[src/rtl/loctag_pkg.sv]
// loctag_pkg: shared encodings, shift half-period table and default constants for the LocTag tag
package loctag_pkg;
    typedef enum logic [1:0] {MODE_1M = 2'b00, MODE_2M5 = 2'b01, MODE_5M = 2'b10, MODE_12M5 = 2'b11} mode_t;
    typedef enum logic [1:0] {IDLE, SHIFT, HOLDOFF} state_t;
    localparam int          SAMPLE_DIV_D   = 100;
    localparam logic [11:0] THRESHOLD_D    = 12'd1000;
    localparam int          DETECT_N_D     = 3;
    localparam int          BURST_CYCLES_D = 50000;
    localparam logic [6:0]  FRAME_LEN      = 7'd66;
    localparam logic [4:0]  HALF [4]       = '{5'd25, 5'd10, 5'd5, 5'd2};
endpackage

[src/rtl/loctag_if.sv]
// loctag_if: detector enable and serial ADC bus
interface loctag_if;
    logic lt5534_en;
    logic adc_cs;
    logic adc_clk;
    logic adc_so;
    modport master(output lt5534_en, adc_cs, adc_clk, input adc_so);
    modport slave(input lt5534_en, adc_cs, adc_clk, output adc_so);
endinterface

[src/rtl/loctag_adc_rx.sv]
// loctag_adc_rx: periodic 16-clock serial ADC read producing a 12-bit sample and a 1-cycle valid
module loctag_adc_rx import loctag_pkg::*; #(
    parameter int SAMPLE_DIV = SAMPLE_DIV_D
) (
    input  logic            clk,
    input  logic            reset,
    loctag_if.master        adc,
    output logic [11:0]     sample,
    output logic            sample_valid
);
    localparam int DW = $clog2(SAMPLE_DIV);
    logic [DW-1:0] div;
    logic [6:0]    k;
    logic [6:0]    n;
    logic [11:0]   shreg;
    logic          busy;
    logic          tick;
    assign tick = div == DW'(SAMPLE_DIV - 1);
    assign n    = k + 7'd1;
    always_ff @(posedge clk) begin
        if (!reset) begin
            div           <= '0;
            k             <= '0;
            shreg         <= '0;
            busy          <= 1'b0;
            sample        <= '0;
            sample_valid  <= 1'b0;
            adc.lt5534_en <= 1'b0;
            adc.adc_cs    <= 1'b1;
            adc.adc_clk   <= 1'b1;
        end else begin
            adc.lt5534_en <= 1'b1;
            sample_valid  <= 1'b0;
            div           <= tick ? '0 : div + 1'b1;
            if (tick && !busy) begin
                busy        <= 1'b1;
                k           <= '0;
                adc.adc_cs  <= 1'b0;
                adc.adc_clk <= 1'b1;
            end else if (busy) begin
                k           <= n;
                // two setup cycles, then 16 periods low-low-high-high
                adc.adc_clk <= !(n[1] && n < FRAME_LEN);
                // the 4 leading zeros fall off the top of the 12-bit register
                if (n[1:0] == 2'b00 && n >= 7'd4 && n <= 7'd64)
                    shreg <= {shreg[10:0], adc.adc_so};
                if (n == FRAME_LEN) begin
                    busy         <= 1'b0;
                    adc.adc_cs   <= 1'b1;
                    sample       <= shreg;
                    sample_valid <= 1'b1;
                end
            end
        end
    end
endmodule

[src/rtl/loctag_core.sv]
// loctag_core: envelope/trigger detection, burst FSM and frequency-shift generator for the LocTag tag
module loctag_core import loctag_pkg::*; #(
    parameter int          SAMPLE_DIV   = SAMPLE_DIV_D,
    parameter logic [11:0] THRESHOLD    = THRESHOLD_D,
    parameter int          DETECT_N     = DETECT_N_D,
    parameter int          BURST_CYCLES = BURST_CYCLES_D
) (
    input  logic        clk,
    input  logic        reset,
    loctag_if.master    adc,
    input  logic        trig,
    input  logic        force_fs,
    input  logic [1:0]  mode,
    output logic        ctrl_1,
    output logic        led
);
    localparam int CW = $clog2(DETECT_N + 1);
    localparam int BW = $clog2(BURST_CYCLES);
    logic [11:0]   sample;
    logic          sample_valid;
    logic [CW-1:0] det_cnt;
    logic [2:0]    trig_sr;
    logic [BW-1:0] burst_cnt;
    logic [4:0]    half_cnt;
    logic          from_trig;
    logic          above;
    logic          det_req;
    logic          trig_rise;
    logic          half_done;
    state_t        state;
    loctag_adc_rx #(.SAMPLE_DIV(SAMPLE_DIV)) u_adc (
        .clk          (clk),
        .reset        (reset),
        .adc          (adc),
        .sample       (sample),
        .sample_valid (sample_valid)
    );
    assign above     = sample > THRESHOLD;
    assign det_req   = sample_valid && above && det_cnt == CW'(DETECT_N - 1);
    assign trig_rise = trig_sr[1] && !trig_sr[2];
    assign half_done = half_cnt == 5'd0;
    // counter saturates at DETECT_N, so a long carrier requests only once until a low sample re-arms it
    always_ff @(posedge clk) begin
        if (!reset) begin
            det_cnt <= '0;
            trig_sr <= '0;
        end else begin
            trig_sr <= {trig_sr[1:0], trig};
            if (sample_valid)
                det_cnt <= !above ? '0 : det_cnt == CW'(DETECT_N) ? det_cnt : det_cnt + 1'b1;
        end
    end
    always_ff @(posedge clk) begin
        if (!reset) begin
            state     <= IDLE;
            burst_cnt <= '0;
            half_cnt  <= '0;
            from_trig <= 1'b0;
            ctrl_1    <= 1'b0;
            led       <= 1'b0;
        end else if (force_fs) begin
            state    <= IDLE;
            led      <= 1'b1;
            ctrl_1   <= half_done ? !ctrl_1 : ctrl_1;
            half_cnt <= half_done ? HALF[mode] - 5'd1 : half_cnt - 5'd1;
        end else begin
            case (state)
                IDLE: begin
                    ctrl_1   <= 1'b0;
                    led      <= 1'b0;
                    half_cnt <= '0;
                    if (det_req || trig_rise) begin
                        state     <= SHIFT;
                        // a simultaneous detect keeps the carrier-drop holdoff
                        from_trig <= !det_req;
                        burst_cnt <= '0;
                        half_cnt  <= HALF[mode] - 5'd1;
                        ctrl_1    <= 1'b1;
                        led       <= 1'b1;
                    end
                end
                SHIFT: begin
                    burst_cnt <= burst_cnt + 1'b1;
                    ctrl_1    <= half_done ? !ctrl_1 : ctrl_1;
                    half_cnt  <= half_done ? HALF[mode] - 5'd1 : half_cnt - 5'd1;
                    if (burst_cnt == BW'(BURST_CYCLES - 1)) begin
                        state  <= HOLDOFF;
                        ctrl_1 <= 1'b0;
                        led    <= 1'b0;
                    end
                end
                HOLDOFF: if (from_trig || (sample_valid && !above)) state <= IDLE;
                default: state <= IDLE;
            endcase
        end
    end
endmodule

[src/flat_wrapper.sv]
// flat-port wrapper written by rule: the top's interface ports become plain ports
module loctag_core_flat import loctag_pkg::*;
#(
    parameter int          SAMPLE_DIV   = SAMPLE_DIV_D,
    parameter logic [11:0] THRESHOLD    = THRESHOLD_D,
    parameter int          DETECT_N     = DETECT_N_D,
    parameter int          BURST_CYCLES = BURST_CYCLES_D
)
  (clk, reset, trig, force_fs, mode, ctrl_1, led, adc_lt5534_en, adc_adc_cs, adc_adc_clk, adc_adc_so);
  loctag_if adc_i ();
  input  logic clk;
  input  logic reset;
  input  logic trig;
  input  logic force_fs;
  input  logic [1:0] mode;
  output logic ctrl_1;
  output logic led;
  output wire logic [$bits(adc_i.lt5534_en)-1:0] adc_lt5534_en;
  output wire logic [$bits(adc_i.adc_cs)-1:0] adc_adc_cs;
  output wire logic [$bits(adc_i.adc_clk)-1:0] adc_adc_clk;
  input wire logic [$bits(adc_i.adc_so)-1:0] adc_adc_so;
  assign adc_lt5534_en = adc_i.lt5534_en;
  assign adc_adc_cs = adc_i.adc_cs;
  assign adc_adc_clk = adc_i.adc_clk;
  assign adc_i.adc_so = adc_adc_so;
  loctag_core #(.SAMPLE_DIV(SAMPLE_DIV), .THRESHOLD(THRESHOLD), .DETECT_N(DETECT_N), .BURST_CYCLES(BURST_CYCLES)) u_core (.clk(clk), .reset(reset), .adc(adc_i), .trig(trig), .force_fs(force_fs), .mode(mode), .ctrl_1(ctrl_1), .led(led));
endmodule
[config.mk]
export PLATFORM = sky130hd
export DESIGN_NAME = loctag_core_flat
export DESIGN_NICKNAME = d
export VERILOG_FILES = /design/src/rtl/loctag_pkg.sv /design/src/rtl/loctag_if.sv /design/src/rtl/loctag_adc_rx.sv /design/src/rtl/loctag_core.sv /design/src/flat_wrapper.sv
export SDC_FILE = /design/constraint.sdc
export NUM_CORES = 1
export LEC_CHECK = 0
export BUFFER_PORTS_ARGS = -buffer_cell sky130_fd_sc_hd__buf_2
export CAP_MARGIN = 20
export CORE_MARGIN = 10
export CORE_UTILIZATION = 30
export CTS_BUF_LIST = sky130_fd_sc_hd__clkbuf_4 sky130_fd_sc_hd__clkbuf_8
export DETAILED_ROUTE_END_ITERATION = 10
export HOLD_SLACK_MARGIN = 0.06
export SKIP_LAST_GASP = 1
export SLEW_MARGIN = 20
export SYNTH_ARGS = -nofsm -noshare
export SYNTH_HDL_FRONTEND = slang
export SYNTH_SLANG_ARGS = --single-unit
[constraint.sdc]
create_clock -name clk -period 4 [get_ports clk]
set_input_delay 0.8 -clock clk [delete_from_list [all_inputs] [get_ports clk]]
set_output_delay 0.8 -clock clk [all_outputs]
set_load 0.02 [all_outputs]
==> Word-level counts from Yosys, hierarchy flattened <==
Index checks and enable logic that the tools add are counted.
W data, S select, Z words.
{ "word_totals": {"regBits": 74, "latchBits": 0, "ram_bits": 0, "mem_bits_ro": 0, "input_bits": 7, "output_inout_bits": 5, "word_cells": 111, "memories": 0} }
{ "classes": {"addsub": 6, "mul": 0, "div_mod_pow": 0, "n_lt_le_gt_ge": 5, "eq_ne": 12, "shifts": 0, "mux": 31, "bitwise_logic": 5, "reduce_logical": 35} }
{ "ops": {"columns": ["operator", "count"], "rows": [
  ["$pmux W16 S2", 1],
  ["$mux W5", 5],
  ["$add A16 B1 Y16 const B", 1],
  ["$eq A16 B16 Y1 const B", 1],
  ["$mux W16", 1],
  ["$reduce_and A3 Y1", 5],
  ["$add A7 B1 Y7 const B", 2],
  ["$eq A7 B7 Y1 const B", 2],
  ["$mux W1", 14],
  ["$gt A12 B10 Y1 const B", 1],
  ["$bmux W5 S2", 1],
  ["$mux W2", 5],
  ["$pmux W5 S2", 1],
  ["$sub A5 B1 Y5 const B", 2],
  ["$logic_and A1 B1 Y1", 8],
  ["$ge A7 B3 Y1 const B", 1],
  ["$le A7 B7 Y1 const B", 1],
  ["$lt A7 B7 Y1 const B", 1],
  ["$eq A2 B2 Y1 const B", 3],
  ["$logic_not A1 Y1", 6],
  ["$ne A2 B1 Y1 const B", 3],
  ["$pmux W2 S3", 1],
  ["$reduce_and A2 Y1", 3],
  ["$reduce_bool A2 Y1", 3],
  ["14 further kinds", 22]
]} }

==> Logic depth before layout (Yosys ltp) <==
{ "depth": {"depth_word": 8, "mapped_depth": 9, "mapped_depth_nobuf": 7} }

==> Hierarchy <==
A second synthesis with hierarchy kept.
{ "unflattened": {"cells_unflattened": 376, "hier_area_um2": 3414.5} }
{ "by_module_without_submodules": {"columns": ["mod", "instances", "cells_each", "area_each_um2", "seq_area_each_um2"], "rows": [
  ["loctag_core", 1, 209, 1727.9, 620.6],
  ["loctag_adc_rx", 1, 167, 1686.6, 860.8]
]} }

==> Worst setup path after synthesis <==
Ideal clock, no wire load.
{ "synth_timing": {"kind": "input to register", "start": "input port force_fs", "end": "register u_core.burst_cnt[14]", "setup_time_ns": 0.070, "t_arrival_ns": 1.987, "required_time_ns": 3.930, "slack_ns": 1.943, "stages": 6, "n_path_buf": 1, "cell_sequence": "nor2_1 -> o31ai_1 -> a21o_1 -> buf_2 -> or4_1 -> a21oi_1"} }
{ "synth_between": {"elab_chain_len": 2} }
{ "synth_rtl": {"columns": ["item", "line_no", "rtl"], "rows": [
  ["from (decl)", "flat_wrapper.sv:14", "input logic force_fs;"],
  ["$not A1 Y1 (no line)", null, null],
  ["$reduce_and A3 Y1 (no line)", null, null],
  ["to (signal assigned)", "loctag_core.sv:83", "burst_cnt <= burst_cnt + 1'b1;"],
  ["to (decl)", "loctag_core.sv:23", "logic [BW-1:0] burst_cnt;"]
]} }
Every way passes these cells.
A chain may end at the register's enable or synchronous reset.

==> Worst setup path after layout <==
{ "layout_timing": {"start": "register u_core.u_adc.k[0]", "end": "register u_core.u_adc.shreg[10]"} }
{ "layout_between": {"elab_chain_len": 5, "elab_cells_between_ends": 7, "classes_between": "add/sub (1); order compare (2); reduce/logical (4)"} }
{ "layout_rtl": {"columns": ["item", "line_no", "rtl"], "rows": [
  ["from (decl)", "loctag_adc_rx.sv:13", "logic [6:0] k;"],
  ["from (signal assigned)", "loctag_adc_rx.sv:41", "k <= n;"],
  ["$add A7 B1 Y7 *", "loctag_adc_rx.sv:19", "assign n = k + 7'd1;"],
  ["$ge A7 B3 Y1 / $logic_not A2 Y1 (equally long branches)", "loctag_adc_rx.sv:45", "if (n[1:0] == 2'b00 && n >= 7'd4 && n <= 7'd64)"],
  ["$logic_and A1 B1 Y1", "loctag_adc_rx.sv:45", null],
  ["$logic_and A1 B1 Y1 *", "loctag_adc_rx.sv:45", null],
  ["$reduce_and A3 Y1 (no line) *", null, null],
  ["to (signal assigned)", "loctag_adc_rx.sv:46", "shreg <= {shreg[10:0], adc.adc_so};"],
  ["to (decl)", "loctag_adc_rx.sv:15", "logic [11:0] shreg;"]
]} }
Mark *: on every way between the ends. The rest lies on a longest branch, timed or not.

==> results.json <==
{
  "portBuffers": 11,
  "synth_cell_types": 58,
  "synthTopCellsByArea": "dfxtp_1 44%, mux2i_1 4.1%, nand2_1 3.7%, a22o_1 3.4%, a21oi_1 3.3%",
  "post-cts-setup-buffers": 0,
  "path_clk_slew_ns": 0.07,
  "synth_area_um2": 3380,
  "syn_inst": 368,
  "grt_usage_pct": 8.59,
  "ant_nets": 0,
  "die_h_um": 126,
  "required_ns": 4.26,
  "finalWorstSetupSlack_ns": 1.52,
  "place_congestion": 0.807,
  "synth_top_area_share_pct": 43.8,
  "crit_fanout": 12,
  "wl_met3_um": 248,
  "clk-insertion-delay-late_ns": 0.35,
  "slew_viol_final": 0,
  "num_rows": 38,
  "crit_arrival_ns": 2.74,
  "hp-class": "reg -> reg",
  "drt-initial-drc-count": 186,
  "start_util_pct": 30.9,
  "worstSetupEndpointType": "flop",
  "antenna_found_initial": 0,
  "dp.final_hpwl_um": 4720,
  "synth_compound_area_share_pct": 18.3,
  "cts_resized": 0,
  "fp.dieW_um": 126,
  "final-hold-violation-count": 0,
  "async_flop_share_pct": 0,
  "holdBufCountCts": 0,
  "tns_ns": 0,
  "cts_sinks": 74,
  "firstDrtPassIters": 4,
  "fin_crit_ns": 2.48,
  "m1WireLength_um": 3240,
  "fmax_mhz": 403,
  "period_share_pct": 62.0,
  "layout-drive-gt1-share_pct": 9.95,
  "synth.most_common_cell": "dfxtp_1",
  "fin_nets": 391,
  "die-area_um2": 15900,
  "grt_pass1_vias": 2549,
  "antennaDiodeCount": 0,
  "dp_slack_ns": 1.53,
  "outcome": "complete, no violations",
  "utilization_pct": 34.0,
  "grt_max_degree": 30,
  "worst_slew_pin_slew_ns": 0.966,
  "highest_layer": "met4",
  "muxShareOfSynthArea_pct": 5.55,
  "ys_seq_elements": 74,
  "fin_skew_ns": 0.0148,
  "vdd_ir_drop_max_mv": 0.125,
  "synth_nets": 382,
  "tritoncts": "done",
  "seq_area_frac_synth_pct": 43.8,
  "synth-simple-area-share_pct": 22.4,
  "yosys.area.top_type": "dfxtp_1",
  "ios": 12,
  "cts_buffers": 9,
  "synth_common_cells": "74 x dfxtp_1, 33 x nand2_1, 29 x nor2_1",
  "slew_headroom_pct": 34.3,
  "timing.critical_path.from_type": "flop",
  "coreArea_um2": 10900,
  "synth_xor_area_share_pct": 3.63,
  "grt.overflow.total": 0,
  "p_leak_nw": 1.42,
  "finalHoldWorstSlack_ns": 0.440,
  "grt_pass1_wl_um": 11700,
  "setup_viol_count_final": 0,
  "cts_htree_levels": 3,
  "synth_edf_count": 0,
  "rsz0062_at_grt": "false",
  "crit_type": "reg -> reg",
  "synthAdderAreaFrac_pct": 2.59,
  "yosys_warnings": 0,
  "clockBufferDepth": 2,
  "viasPerCell": 5.13,
  "ys.flop_type": "dfxtp_1",
  "wl_per_cell_um": 12.9,
  "dr_total_vias": 2679,
  "met2_length_um": 3150,
  "synth_top_family_by_area": "simple AND/OR/NAND/NOR gates",
  "drv_cap": 0,
  "power_w": 0.00136,
  "wirelength_um": 6750,
  "avgSynthCellArea_um2": 9.18,
  "powerDensity_nw_per_um2": 366,
  "drc": 0,
  "area_growth_pct": 10.1,
  "cts_root_buf": "clkbuf_8"
}
[sequential cells by signal, summed over array words and instances, names as in the netlist]
signal and cells:
u_core.burst_cnt 16, u_core.u_adc.sample 12, u_core.u_adc.shreg 12, u_core.u_adc.div 7, u_core.u_adc.k 7, u_core.half_cnt 5
u_core.trig_sr 3, u_core.det_cnt 2, u_core.state 2, u_core.ctrl_1 1, u_core.from_trig 1, u_core.led 1
u_core.u_adc.adc.adc_clk 1, u_core.u_adc.adc.adc_cs 1, u_core.u_adc.adc.lt5534_en 1, u_core.u_adc.busy 1, u_core.u_adc.sample_valid 1
[logic make-up (layout without fill, tap and decap cells)]
family                     Yosys count  count (layout)
and+or+nand+nor                    140             140
xor gates and xnor gates            14              14
DFF                                 74              74
AOI/OAI and AO/OA                   88              88
buffers and inverters               28              42
muxes                               17              17
adders and majority gates            7               7
[worst max-delay path, stage by stage, from the launching register on]
cell	delay (ns)
dfxtp_1	0.44
ha_1	0.32
nand2_1	0.12
nor3_1	0.38
nor3_1	0.10
mux2i_2	0.77
mux2i_1	0.27
[final cells by class]
cell class              count  area (um^2)
inverters                  13         48.8
clock inverters             5         31.3
fillers                  1142         7220
well taps                 140          175
clock buffers              11          139
flip-flops and latches     74         1480
multi-input cells         266         1770
repair buffers             13         70.1
[power by group]
group,switching [W],total (W),internal [W],leakage [nW]
Combinational,0.0000588,0.0000962,0.0000374,0.734
Sequential,0.00000885,0.000757,0.000748,0.599
Clock,0.000270,0.000507,0.000237,0.0899
Total,0.000338,0.00136,0.00102,1.42
[routing by layer]
layer | up-vias | track usage (%)
li1 | 1369 | -
met1 | 1268 | 10.6
met2 | 32 | 13.4
met3 | 10 | 3.27
met4 | 0 | 3.08
met5 | - | 0
[stage by stage]
| step | instances | cell area, um^2 |
|---|---|---|
| floorplan | 368 | 3380 |
| global placement | 506 | 3550 |
| detailed placement | 506 | 3550 |
| CTS | 522 | 3720 |
| global route | 522 | 3720 |
| finish | 522 | 3720 |
[layout by cell type, fill, tap and decap left out, types with 6 or more instances in the layout]
cell type  count
inv_1         12
mux2i_1       14
nand2_1       33
buf_2         11
ha_1           7
o21ai_0        6
clkbuf_8       9
nand2b_1       6
a21oi_1       22
and3_1         8
a22o_1        13
o21ai_1        6
nor3_1         6
dfxtp_1       74
xnor2_1        7
nor2_1        29
nand3_1       14
o31ai_1       11
or4_1          9
xor2_1         7
or3_1          7
and2_1         6
[final timing paths]
| path | cells past startpoint | startpoint | end | slack, ns |
|---|---|---|---|---|
| max | 6 | u_core.u_adc.k[0]$_SDFFE_PP0P_ | u_core.u_adc.shreg[10]$_SDFFE_PN0P_ | 1.52 |
| max reg2reg | 6 | u_core.u_adc.k[0]$_SDFFE_PP0P_ | u_core.u_adc.shreg[10]$_SDFFE_PN0P_ | 1.52 |
| min | 1 | u_core.trig_sr[0]$_SDFF_PN0_ | u_core.trig_sr[1]$_SDFF_PN0_ | 0.44 |
| min reg2reg | 1 | u_core.trig_sr[0]$_SDFF_PN0_ | u_core.trig_sr[1]$_SDFF_PN0_ | 0.44 |
Note: power is estimated with default switching activity, not from simulation.
